`src/rtl/chip8_sprite_drawer.sv`:
```
// chip8_sprite_drawer: sequencer for the CHIP-8 DXYN instruction.
// Fetches N sprite rows from memory and strobes one draw per row.
//
// Ports:
//   clk, reset        : clock; async active-high reset
//   start             : DXYN request, sampled only when idle
//   vx, vy, n, i_reg  : x origin, y origin, rows, sprite base address
//   mem_addr, mem_rd  : sprite byte read (data returns next cycle)
//   mem_data          : sprite byte from memory
//   draw, x, y,
//   row_index,
//   sprite_data       : one-cycle row draw request to the display stage
//   collision         : registered per-row collision, valid after draw
//   busy, done, vf    : status, completion pulse, VF result
module chip8_sprite_drawer #(
  parameter int ADDR_W = 12
) (
  input  logic              clk,
  input  logic              reset,
  input  logic              start,
  input  logic [7:0]        vx,
  input  logic [7:0]        vy,
  input  logic [3:0]        n,
  input  logic [ADDR_W-1:0] i_reg,
  output logic [ADDR_W-1:0] mem_addr,
  output logic              mem_rd,
  input  logic [7:0]        mem_data,
  output logic              draw,
  output logic [5:0]        x,
  output logic [4:0]        y,
  output logic [3:0]        row_index,
  output logic [7:0]        sprite_data,
  input  logic              collision,
  output logic              busy,
  output logic              done,
  output logic [7:0]        vf
);

  typedef enum logic [2:0] {
    S_IDLE,
    S_FETCH,
    S_WAIT,
    S_DRAW,
    S_COLL,
    S_DONE
  } state_t;

  state_t              state_q, state_d;
  logic [5:0]          x_q, x_d;
  logic [4:0]          y_q, y_d;
  logic [3:0]          n_q, n_d;
  logic [ADDR_W-1:0]   base_q, base_d;
  logic [3:0]          row_q, row_d;
  logic [7:0]          data_q, data_d;
  logic                acc_q, acc_d;
  logic [7:0]          vf_q, vf_d;
  logic                acc_next;
  logic                last_row;

  always_ff @(posedge clk or posedge reset) begin
    if (reset) begin
      state_q <= S_IDLE;
      x_q     <= '0;
      y_q     <= '0;
      n_q     <= '0;
      base_q  <= '0;
      row_q   <= '0;
      data_q  <= '0;
      acc_q   <= 1'b0;
      vf_q    <= '0;
    end else begin
      state_q <= state_d;
      x_q     <= x_d;
      y_q     <= y_d;
      n_q     <= n_d;
      base_q  <= base_d;
      row_q   <= row_d;
      data_q  <= data_d;
      acc_q   <= acc_d;
      vf_q    <= vf_d;
    end
  end

  // COLL is the only state that consumes the collision input.
  assign acc_next = acc_q | collision;
  assign last_row = (row_q == (n_q - 4'd1));

  always_comb begin
    state_d = state_q;
    x_d     = x_q;
    y_d     = y_q;
    n_d     = n_q;
    base_d  = base_q;
    row_d   = row_q;
    data_d  = data_q;
    acc_d   = acc_q;
    vf_d    = vf_q;
    unique case (state_q)
      S_IDLE: begin
        if (start) begin
          x_d    = vx[5:0];
          y_d    = vy[4:0];
          n_d    = n;
          base_d = i_reg;
          row_d  = '0;
          acc_d  = 1'b0;
          if (n == 4'd0) begin
            // Empty sprite: result is known now, so
            // vf is valid alongside the done pulse.
            vf_d    = 8'h00;
            state_d = S_DONE;
          end else begin
            state_d = S_FETCH;
          end
        end
      end
      S_FETCH: state_d = S_WAIT;
      S_WAIT: begin
        data_d  = mem_data;
        state_d = S_DRAW;
      end
      S_DRAW: state_d = S_COLL;
      S_COLL: begin
        acc_d = acc_next;
        if (last_row) begin
          // Load vf on entry to DONE so it is
          // already valid while done is high.
          vf_d    = {7'b0, acc_next};
          state_d = S_DONE;
        end else begin
          row_d   = row_q + 4'd1;
          state_d = S_FETCH;
        end
      end
      S_DONE: state_d = S_IDLE;
      default: state_d = S_IDLE;
    endcase
  end

  // Strobes decode from state only, so reset
  // clears them asynchronously.
  assign mem_rd      = (state_q == S_FETCH);
  assign draw        = (state_q == S_DRAW);
  assign done        = (state_q == S_DONE);
  assign busy        = (state_q != S_IDLE);
  assign mem_addr    = base_q + ADDR_W'(row_q);
  assign x           = x_q;
  assign y           = y_q;
  assign row_index   = row_q;
  assign sprite_data = data_q;
  assign vf          = vf_q;

endmodule

```
`config.mk`:
```
export PLATFORM = sky130hd
export DESIGN_NAME = chip8_sprite_drawer
export DESIGN_NICKNAME = d
export VERILOG_FILES = /design/src/rtl/chip8_sprite_drawer.sv
export SDC_FILE = /design/constraint.sdc
export NUM_CORES = 1
export LEC_CHECK = 0
export ABC_AREA = 0
export CAP_MARGIN = 25
export CORE_MARGIN = 5
export CORE_UTILIZATION = 35
export CTS_CLUSTER_DIAMETER = 40
export DETAILED_ROUTE_END_ITERATION = 10
export GPL_TIMING_DRIVEN = 0
export PLACE_DENSITY = 0.74
export RECOVER_POWER = 100
export SLEW_MARGIN = 20
export SYNTH_ARGS = -nofsm -noshare
export SYNTH_HDL_FRONTEND = slang
export SYNTH_SLANG_ARGS = --single-unit
```
`constraint.sdc`:
```
create_clock -name clk -period 2.3 [get_ports clk]
set_input_delay 0.23 -clock clk [delete_from_list [all_inputs] [get_ports clk]]
set_output_delay 0.23 -clock clk [all_outputs]
set_load 0.03 [all_outputs]
```
==> impl_metrics.prom, run 1 <==
# TYPE chip_impl_metric gauge
chip_impl_info{name="outcome",value="complete, but fails checks"} 1
chip_impl_info{name="violations",value="negative setup slack"} 1
chip_impl_metric{name="synth_seq_area_share",unit="%"} 46.9
chip_impl_metric{name="dp.cells",unit=""} 415
chip_impl_metric{name="global_route.usage.total",unit="%"} 14.6
chip_impl_metric{name="dp_slack",unit="ns"} -0.583
chip_impl_metric{name="diodes",unit=""} 0
chip_impl_info{name="synth.cells.most_frequent",value="78 x sky130_fd_sc_hd__nand2_1, 44 x sky130_fd_sc_hd__dfrtp_1, 13 x sky130_fd_sc_hd__o21ai_0, 12 x sky130_fd_sc_hd__inv_1, 11 x sky130_fd_sc_hd__xnor2_1"} 1
chip_impl_metric{name="yosysWarnings",unit=""} 0
chip_impl_metric{name="num-nets-final",unit=""} 402
chip_impl_info{name="rsz0062_at_grt",value="true"} 1
chip_impl_metric{name="postSynth.asyncResetShare",unit="%"} 100
chip_impl_metric{name="yosys.cell_types.count",unit=""} 43
chip_impl_metric{name="detailed_place_hpwl",unit="um"} 4520
chip_impl_metric{name="intPower",unit="W"} 0.00261
chip_impl_metric{name="worst_pin_slew",unit="ns"} 0.786
chip_impl_metric{name="power_leakage",unit="nW"} 1.60
chip_impl_metric{name="grt_remaining_overflow",unit=""} 0
chip_impl_metric{name="finalClockSkew",unit="ns"} 0.00763
chip_impl_metric{name="std_cell_rows",unit=""} 29
chip_impl_metric{name="synth_enable_flop_cells",unit=""} 0
chip_impl_metric{name="dpl-instance-area",unit="sq mm"} 0.00329
chip_impl_metric{name="areaGrowthSynthToFinish",unit="%"} 47.8
chip_impl_metric{name="netSwitchingPower",unit="W"} 0.00237
chip_impl_metric{name="mappedNetlistArea",unit="sq mm"} 0.00235
chip_impl_metric{name="grt_max_degree",unit=""} 32
chip_impl_metric{name="clock_tree.htree_level_count",unit=""} 2
chip_impl_metric{name="tritonroute_pass_1_iters",unit=""} 4
chip_impl_metric{name="final_cell_count_no_fill",unit=""} 429
chip_impl_metric{name="synth.top_cell.area_share",unit="%"} 46.9
chip_impl_metric{name="routedWlPerCell",unit="um"} 14.2
chip_impl_metric{name="final_wtd_congestion",unit=""} 0.777
chip_impl_metric{name="timing.final.setup_violations",unit=""} 1
chip_impl_info{name="clock-root-buffer",value="sky130_fd_sc_hd__clkbuf_8"} 1
chip_impl_metric{name="final_antenna_net_count",unit=""} 0
chip_impl_metric{name="final_period_minus_worst_setup_slack",unit="ns"} 2.34
chip_impl_metric{name="path_max_fanout",unit=""} 4
chip_impl_info{name="critical_path.startpoint_type",value="flop"} 1
chip_impl_metric{name="ctsHoldBuffers",unit=""} 0
chip_impl_metric{name="buffer_ports.inserted",unit=""} 78
chip_impl_metric{name="arrival_time_worst_endpoint",unit="ns"} 2.11
chip_impl_metric{name="report.final.slew_viol_count",unit=""} 0
chip_impl_metric{name="drive_gt1_share",unit="%"} 18.8
chip_impl_metric{name="worstSkewPairLatency",unit="ns"} 0.30
chip_impl_metric{name="worst_ir_drop_on_vdd",unit="V"} 0.000522
chip_impl_info{name="synth_largest_area_cell",value="sky130_fd_sc_hd__dfrtp_1"} 1
chip_impl_metric{name="initial_utilization",unit="%"} 36.6
chip_impl_info{name="cts_tree",value="built"} 1
chip_impl_info{name="critical_path.endpoint_type",value="output pin"} 1
chip_impl_metric{name="p_sw_share",unit="%"} 47.6
chip_impl_metric{name="post_route_core_utilization",unit="%"} 54.1
chip_impl_metric{name="grt_first_pass_wirelength",unit="um"} 10000
chip_impl_metric{name="maximum_clock_frequency",unit="MHz"} 428
chip_impl_info{name="hold_class",value="in2async"} 1
chip_impl_metric{name="relSlewSlack",unit="%"} 47.6
chip_impl_info{name="path_class",value="reg2out"} 1
chip_impl_metric{name="floorplan.io_pins",unit=""} 91
chip_impl_metric{name="share_comb_of_total_power",unit="%"} 61.5
chip_impl_metric{name="final_area",unit="sq mm"} 0.00347
chip_impl_metric{name="cts-root-to-sink-buffers",unit=""} 2
chip_impl_info{name="synth_flop_cell",value="sky130_fd_sc_hd__dfrtp_1"} 1
chip_impl_info{name="synth.top_cells.by_area",value="sky130_fd_sc_hd__dfrtp_1 47%, sky130_fd_sc_hd__nand2_1 12%, sky130_fd_sc_hd__xnor2_1 4.1%"} 1
chip_impl_metric{name="placeable_core_region",unit="sq mm"} 0.00642
chip_impl_metric{name="cts_inserted_buffers",unit=""} 5
chip_impl_metric{name="synth_cells",unit=""} 253
chip_impl_metric{name="die-width",unit="um"} 91.9
chip_impl_metric{name="post_drt_via_cell_ratio",unit=""} 4.79
chip_impl_metric{name="post-route-drc-count",unit=""} 0
chip_impl_metric{name="die-area",unit="sq mm"} 0.00845
chip_impl_metric{name="routed_wire_length",unit="um"} 6090
chip_impl_metric{name="syn-mean-instance-area",unit="sq um"} 9.28
chip_impl_metric{name="via_count_of_the_first_global_routing_pass",unit=""} 2093
chip_impl_metric{name="fin_crit_sh",unit="%"} 102
chip_impl_info{name="synth_most_common_cell",value="sky130_fd_sc_hd__nand2_1"} 1
chip_impl_metric{name="share_seq_of_total_power",unit="%"} 28.2
chip_impl_metric{name="cts.clk_slew.worst_paths",unit="ns"} 0.09
chip_impl_metric{name="final.setup.tns",unit="ns"} -0.0388
chip_impl_metric{name="ys_seq_elements",unit=""} 44
chip_impl_metric{name="cts_num_sinks",unit=""} 44
chip_impl_metric{name="hold_violations",unit=""} 0
chip_impl_metric{name="routed-via-count",unit=""} 2057
chip_impl_metric{name="number_of_antenna_violations_at_the_first_check_in_global_routing",unit=""} 0
chip_impl_metric{name="fin_ws",unit="ns"} -0.0388
chip_impl_metric{name="maximum_capacitance_violations",unit=""} 0
chip_impl_metric{name="p_per_area",unit="mW/mm^2"} 1440
chip_impl_metric{name="drt_iter0_drc",unit=""} 108
chip_impl_metric{name="fp.dieH",unit="um"} 91.9
chip_impl_metric{name="clock_power_share",unit="%"} 10.3
chip_impl_metric{name="required",unit="ns"} 2.07
==> final timing paths <==
check	start	end	slack [ns]	cells after the start
max	base_q[0]	mem_addr[8]	-0.04	8
min	reset	sprite_data[7]	0.42	2
max reg2reg	state_q[1]	n_q[1]	0.29	4
min reg2reg	y[1]	y[1]	0.47	2
max in group asynchronous	reset	row_index[0]	0.67	3
min in group clk	vy[4]	y[4]	0.45	3
==> power groups by stage <==
| stage | clock network (W) | logic (W) | registers (W) |
|---|---|---|---|
| floorplan | 0 | 0.00166 | 0.00176 |
| detailed placement | 0 | 0.00308 | 0.00144 |
| CTS | 0.000528 | 0.00306 | 0.00140 |
| finish | 0.000514 | 0.00307 | 0.00141 |
| global placement | 0 | 0.00304 | 0.00141 |
| global route | 0.000562 | 0.00333 | 0.00146 |
==> state kept, by name (all words and copies together), names as in the netlist <==
register     count
n_q              4
sprite_data      8
x                6
y                5
row_index        4
acc_q            1
vf               1
base_q          12
state_q          3
==> critical path, stage by stage (launching register included) <==
cell and delay [ns]:
sky130_fd_sc_hd__dfrtp_1 0.39, sky130_fd_sc_hd__ha_4 0.16, sky130_fd_sc_hd__inv_2 0.04, sky130_fd_sc_hd__fa_2 0.38, sky130_fd_sc_hd__nor2b_4 0.14, sky130_fd_sc_hd__o21ai_4 0.09, sky130_fd_sc_hd__a211oi_4 0.28, sky130_fd_sc_hd__xor2_2 0.17
sky130_fd_sc_hd__buf_6 0.15
==> per-stage QoR <==
| step | hold slack [ns] | total power, W |
|---|---|---|
| after floorplan | 0.335 | 0.00341 |
| after CTS | 0.212 | 0.00499 |
| after global routing | 0.442 | 0.00535 |
| after global placement | 0.456 | 0.00446 |
| after detailed placement | 0.457 | 0.00452 |
| final | 0.416 | 0.00499 |
==> cell usage in the layout, fill, tap and decap left out, types with 3 or more instances in the layout <==
cell type / netlist / routed
sky130_fd_sc_hd__nand2_1: 78 / 78
sky130_fd_sc_hd__clkdlybuf4s50_1: 0 / 41
sky130_fd_sc_hd__dfrtp_1: 44 / 40
sky130_fd_sc_hd__dlygate4sd3_1: 0 / 26
sky130_fd_sc_hd__buf_4: 7 / 19
sky130_fd_sc_hd__o21ai_0: 13 / 12
sky130_fd_sc_hd__xnor2_1: 11 / 11
sky130_fd_sc_hd__inv_1: 12 / 10
sky130_fd_sc_hd__clkbuf_1: 4 / 8
sky130_fd_sc_hd__mux2_2: 8 / 8
sky130_fd_sc_hd__conb_1: 1 / 7
sky130_fd_sc_hd__nand3_1: 6 / 6
sky130_fd_sc_hd__clkbuf_8: 0 / 6
sky130_fd_sc_hd__nor3_1: 5 / 5
sky130_fd_sc_hd__nor2_1: 5 / 5
sky130_fd_sc_hd__xor2_1: 6 / 4
sky130_fd_sc_hd__dfrtp_2: 0 / 4
sky130_fd_sc_hd__nor3b_1: 3 / 3
sky130_fd_sc_hd__nand4_1: 3 / 3
sky130_fd_sc_hd__ha_4: 0 / 3
sky130_fd_sc_hd__ha_1: 6 / 3
==> routing by layer <==
metal,GRT usage (%),share of wire [%]
met4,5.45,1.6
met2,25.1,51
met1,17.3,41
met3,4.09,6.7
met5,0,0
==> cells by family (layout without fill, tap and decap cells) <==
kind of cell,Yosys count,count (layout),share of synthesized area [%]
AOI/OAI and AO/OA,30,30,8.20
buffers and inverters,28,121,5.86
muxes,9,9,4.26
other,1,7,0.160
adders and majority gates,7,7,4.05
and+or+nand+nor,116,116,23.5
xor gates and xnor gates,18,18,7.03
DFF,44,44,46.9
==> area by class of cell <==
type | instances | area (sq um)
sequential | 44 | 1110
clock buffer | 7 | 86.3
inverter | 12 | 45.0
clock inverter | 1 | 7.51
tap | 77 | 96.3
buffer | 16 | 88.8
multi-input combinational | 187 | 1230
timing repair buffer | 85 | 811
fill | 598 | 2950
==> timing repair <==
item / 4_1_cts / 5_1_grt
gates resized for setup: 52 / 27
pin swaps: 4 / 4
endpoints found under the setup margin: 11 / 9
setup buffers: 1 / 5
No activity file was read; power rests on OpenSTA's default activity.
==> run 2, diff against run 1 <==
- MAX_ROUTING_LAYER: not set -> met4
- SETUP_SLACK_MARGIN: not set -> 0.3
==> run 2 against run 1 <==
- combinational power grew 2%
- flip-flop and latch count is the same
- global-route usage grew 0.50 points
- non-clock buffer count grew 4
- final cell count grew 0.93%
- the run now ends clean
- sequential power is essentially flat
- critical path depth shrank 1
- routed wire length shrank 1.7%
- die area is the same
- register-to-register slack is essentially flat
- maximum frequency grew 2.5%
==> impl_metrics.prom, run 2 (same netlist as run 1, synthesis figures left out) <==
# TYPE chip_impl_metric gauge
chip_impl_metric{name="placeable_core_region",unit="sq mm"} 0.00642
chip_impl_metric{name="via_count_of_the_first_global_routing_pass",unit=""} 2106
chip_impl_metric{name="die-width",unit="um"} 91.9
chip_impl_info{name="r2r-start",value="state_q[1]"} 1
chip_impl_metric{name="path_max_fanout",unit=""} 4
chip_impl_metric{name="grt_first_pass_wirelength",unit="um"} 10100
chip_impl_metric{name="global_route.usage.total",unit="%"} 15.1
chip_impl_info{name="outcome",value="finished, final reports clean"} 1
chip_impl_metric{name="tritonroute_pass_1_iters",unit=""} 5
chip_impl_info{name="registers.top_by_ff_count",value="base_q"} 1
chip_impl_info{name="critical_path.startpoint_type",value="flop"} 1
chip_impl_info{name="rr_endpoint",value="base_q[1]"} 1
chip_impl_metric{name="areaGrowthSynthToFinish",unit="%"} 51.4
chip_impl_info{name="timing.critical_path.from",value="row_index[1]"} 1
chip_impl_metric{name="largest_register_ff_count",unit=""} 12
chip_impl_metric{name="post_drt_via_cell_ratio",unit=""} 4.80
chip_impl_metric{name="buffer_ports.inserted",unit=""} 78
chip_impl_metric{name="r2r_worst_path_depth",unit=""} 4
chip_impl_metric{name="detailed_place_hpwl",unit="um"} 4490
chip_impl_metric{name="setup.reg_to_reg.worst_slack",unit="ns"} 0.28
chip_impl_metric{name="maximum_capacitance_violations",unit=""} 0
chip_impl_metric{name="cts-root-to-sink-buffers",unit=""} 2
chip_impl_metric{name="dp_slack",unit="ns"} -0.409
chip_impl_metric{name="number_of_antenna_violations_at_the_first_check_in_global_routing",unit=""} 0
chip_impl_metric{name="clock_tree.htree_level_count",unit=""} 2
chip_impl_metric{name="final_antenna_net_count",unit=""} 0
chip_impl_metric{name="routedWlPerCell",unit="um"} 13.8
chip_impl_metric{name="cts_num_sinks",unit=""} 44
chip_impl_metric{name="die-area",unit="sq mm"} 0.00845
chip_impl_metric{name="drive_gt1_share",unit="%"} 21.1
chip_impl_metric{name="post-route-drc-count",unit=""} 0
chip_impl_metric{name="dp.cells",unit=""} 415
chip_impl_metric{name="worstSkewPairLatency",unit="ns"} 0.29
chip_impl_metric{name="power_leakage",unit="nW"} 1.64
chip_impl_metric{name="diodes",unit=""} 0
chip_impl_metric{name="final_cell_count_no_fill",unit=""} 433
chip_impl_metric{name="fin_crit_sh",unit="%"} 99.2
chip_impl_info{name="hold_class",value="in2async"} 1
chip_impl_metric{name="cts.clk_slew.worst_paths",unit="ns"} 0.08
chip_impl_metric{name="std_cell_rows",unit=""} 29
chip_impl_metric{name="initial_utilization",unit="%"} 36.6
chip_impl_metric{name="final_period_minus_worst_setup_slack",unit="ns"} 2.28
chip_impl_metric{name="grt_remaining_overflow",unit=""} 0
chip_impl_metric{name="grt_max_degree",unit=""} 31
chip_impl_metric{name="worst_ir_drop_on_vdd",unit="V"} 0.000662
chip_impl_metric{name="cts_inserted_buffers",unit=""} 5
chip_impl_metric{name="fin_ws",unit="ns"} 0.0187
chip_impl_metric{name="timing.final.setup_violations",unit=""} 0
chip_impl_metric{name="required",unit="ns"} 2.07
chip_impl_metric{name="arrival_time_worst_endpoint",unit="ns"} 2.05
chip_impl_metric{name="final.hold.worst_slack",unit="ns"} 0.418
chip_impl_info{name="critical_path.endpoint_type",value="output pin"} 1
chip_impl_metric{name="report.final.slew_viol_count",unit=""} 0
chip_impl_metric{name="p_per_area",unit="mW/mm^2"} 1440
chip_impl_info{name="final_common_cell",value="sky130_fd_sc_hd__nand2_1"} 1
chip_impl_metric{name="hold_violations",unit=""} 0
chip_impl_info{name="cts_tree",value="built"} 1
chip_impl_info{name="path_class",value="reg2out"} 1
chip_impl_info{name="clock-root-buffer",value="sky130_fd_sc_hd__clkbuf_8"} 1
chip_impl_metric{name="num-nets-final",unit=""} 406
chip_impl_metric{name="dpl-instance-area",unit="sq mm"} 0.00337
chip_impl_metric{name="drt_iter0_drc",unit=""} 152
chip_impl_metric{name="final_area",unit="sq mm"} 0.00355
chip_impl_metric{name="floorplan.io_pins",unit=""} 91
chip_impl_metric{name="relSlewSlack",unit="%"} 47.9
chip_impl_metric{name="finalClockSkew",unit="ns"} 0.00936
chip_impl_metric{name="fp.dieH",unit="um"} 91.9
chip_impl_info{name="critical_path.endpoint",value="mem_addr[5]"} 1
chip_impl_metric{name="maximum_clock_frequency",unit="MHz"} 438
chip_impl_metric{name="final_wtd_congestion",unit=""} 0.806
chip_impl_metric{name="worst_pin_slew",unit="ns"} 0.782
chip_impl_metric{name="routed_wire_length",unit="um"} 5990
chip_impl_metric{name="final.setup.tns",unit="ns"} 0
chip_impl_info{name="rsz0062_at_grt",value="true"} 1
chip_impl_info{name="mostFrequentLayoutCells",value="77 x sky130_fd_sc_hd__nand2_1, 40 x sky130_fd_sc_hd__dfrtp_1, 37 x sky130_fd_sc_hd__clkdlybuf4s50_1"} 1
chip_impl_metric{name="routed-via-count",unit=""} 2080
## run 2: cell types whose count changed in the layout (fill, tap and decap cells not counted), moves of 2 or more
cell	delta
sky130_fd_sc_hd__xor2_2	+2
sky130_fd_sc_hd__buf_6	+3
sky130_fd_sc_hd__xnor2_2	+2
sky130_fd_sc_hd__xor2_1	-2
sky130_fd_sc_hd__clkdlybuf4s50_1	-4
sky130_fd_sc_hd__clkbuf_1	+4
sky130_fd_sc_hd__xnor2_1	-2
## run 2: power by group
group	internal [W]	total [W]	switching, W
Clock	0.000322	0.000579	0.000256
Sequential	0.00114	0.00140	0.000264
Combinational	0.00126	0.00314	0.00188
Total	0.00272	0.00512	0.00240
## run 2: per-layer routing
| layer | track usage [%] | vias up | share of wire, % |
|---|---|---|---|
| met5 | - | - | 0 |
| met4 | 4.08 | 0 | 0.85 |
| met3 | 2.54 | 4 | 4.7 |
| met2 | 26.0 | 59 | 51 |
| met1 | 18.3 | 984 | 43 |
| li1 | - | 1033 | - |
## run 2: worst min path at each step
| stage | end | slack [ns] | depth (start not counted) |
|---|---|---|---|
| 6_report | sprite_data[3] | 0.42 | 2 |
| 5_1_grt | sprite_data[3] | 0.46 | 2 |
| 4_1_cts | sprite_data[3] | 0.22 | 2 |
| 3_5_place_dp | acc_q | 0.46 | 2 |
| 3_3_place_gp | x[3] | 0.46 | 2 |
| 2_1_floorplan | base_q[0] | 0.34 | 2 |
## run 2: metrics by stage
stage          utilization, %  total power (W)
2_1_floorplan               -          0.00349
3_3_place_gp             52.2          0.00453
3_5_place_dp             52.5          0.00460
4_1_cts                  55.8          0.00528
5_1_grt                  55.3          0.00549
6_report                 55.3          0.00512
## run 2: what timing repair did
| action | 4_1_cts | 5_1_grt |
|---|---|---|
| resized for setup | 78 | 13 |
| pin swaps | 10 | 2 |
| endpoints found under the hold margin | 0 | 0 |
| hold buffers | 0 | 0 |
| setup endpoints to repair | 15 | 11 |
| setup buffers | 8 | 2 |
| cloned | 0 | 0 |
## run 2: final cells by class
type	count	area, sq um
Buffer	16	87.6
Clock buffer	6	72.6
Clock inverter	2	35.0
Fill cell	584	2870
Inverter	12	45.0
Multi-Input combinational cell	187	1280
Sequential cell	44	1110
Tap cell	77	96.3
Timing Repair Buffer	89	830
## run 2: critical path: stages, from the launching register on
cell and delay [ns]:
sky130_fd_sc_hd__dfrtp_2 0.44, sky130_fd_sc_hd__clkbuf_2 0.13, sky130_fd_sc_hd__ha_4 0.24, sky130_fd_sc_hd__a211oi_2 0.22, sky130_fd_sc_hd__o21a_1 0.25, sky130_fd_sc_hd__nand2b_1 0.15
sky130_fd_sc_hd__xnor2_1 0.13, sky130_fd_sc_hd__buf_4 0.19
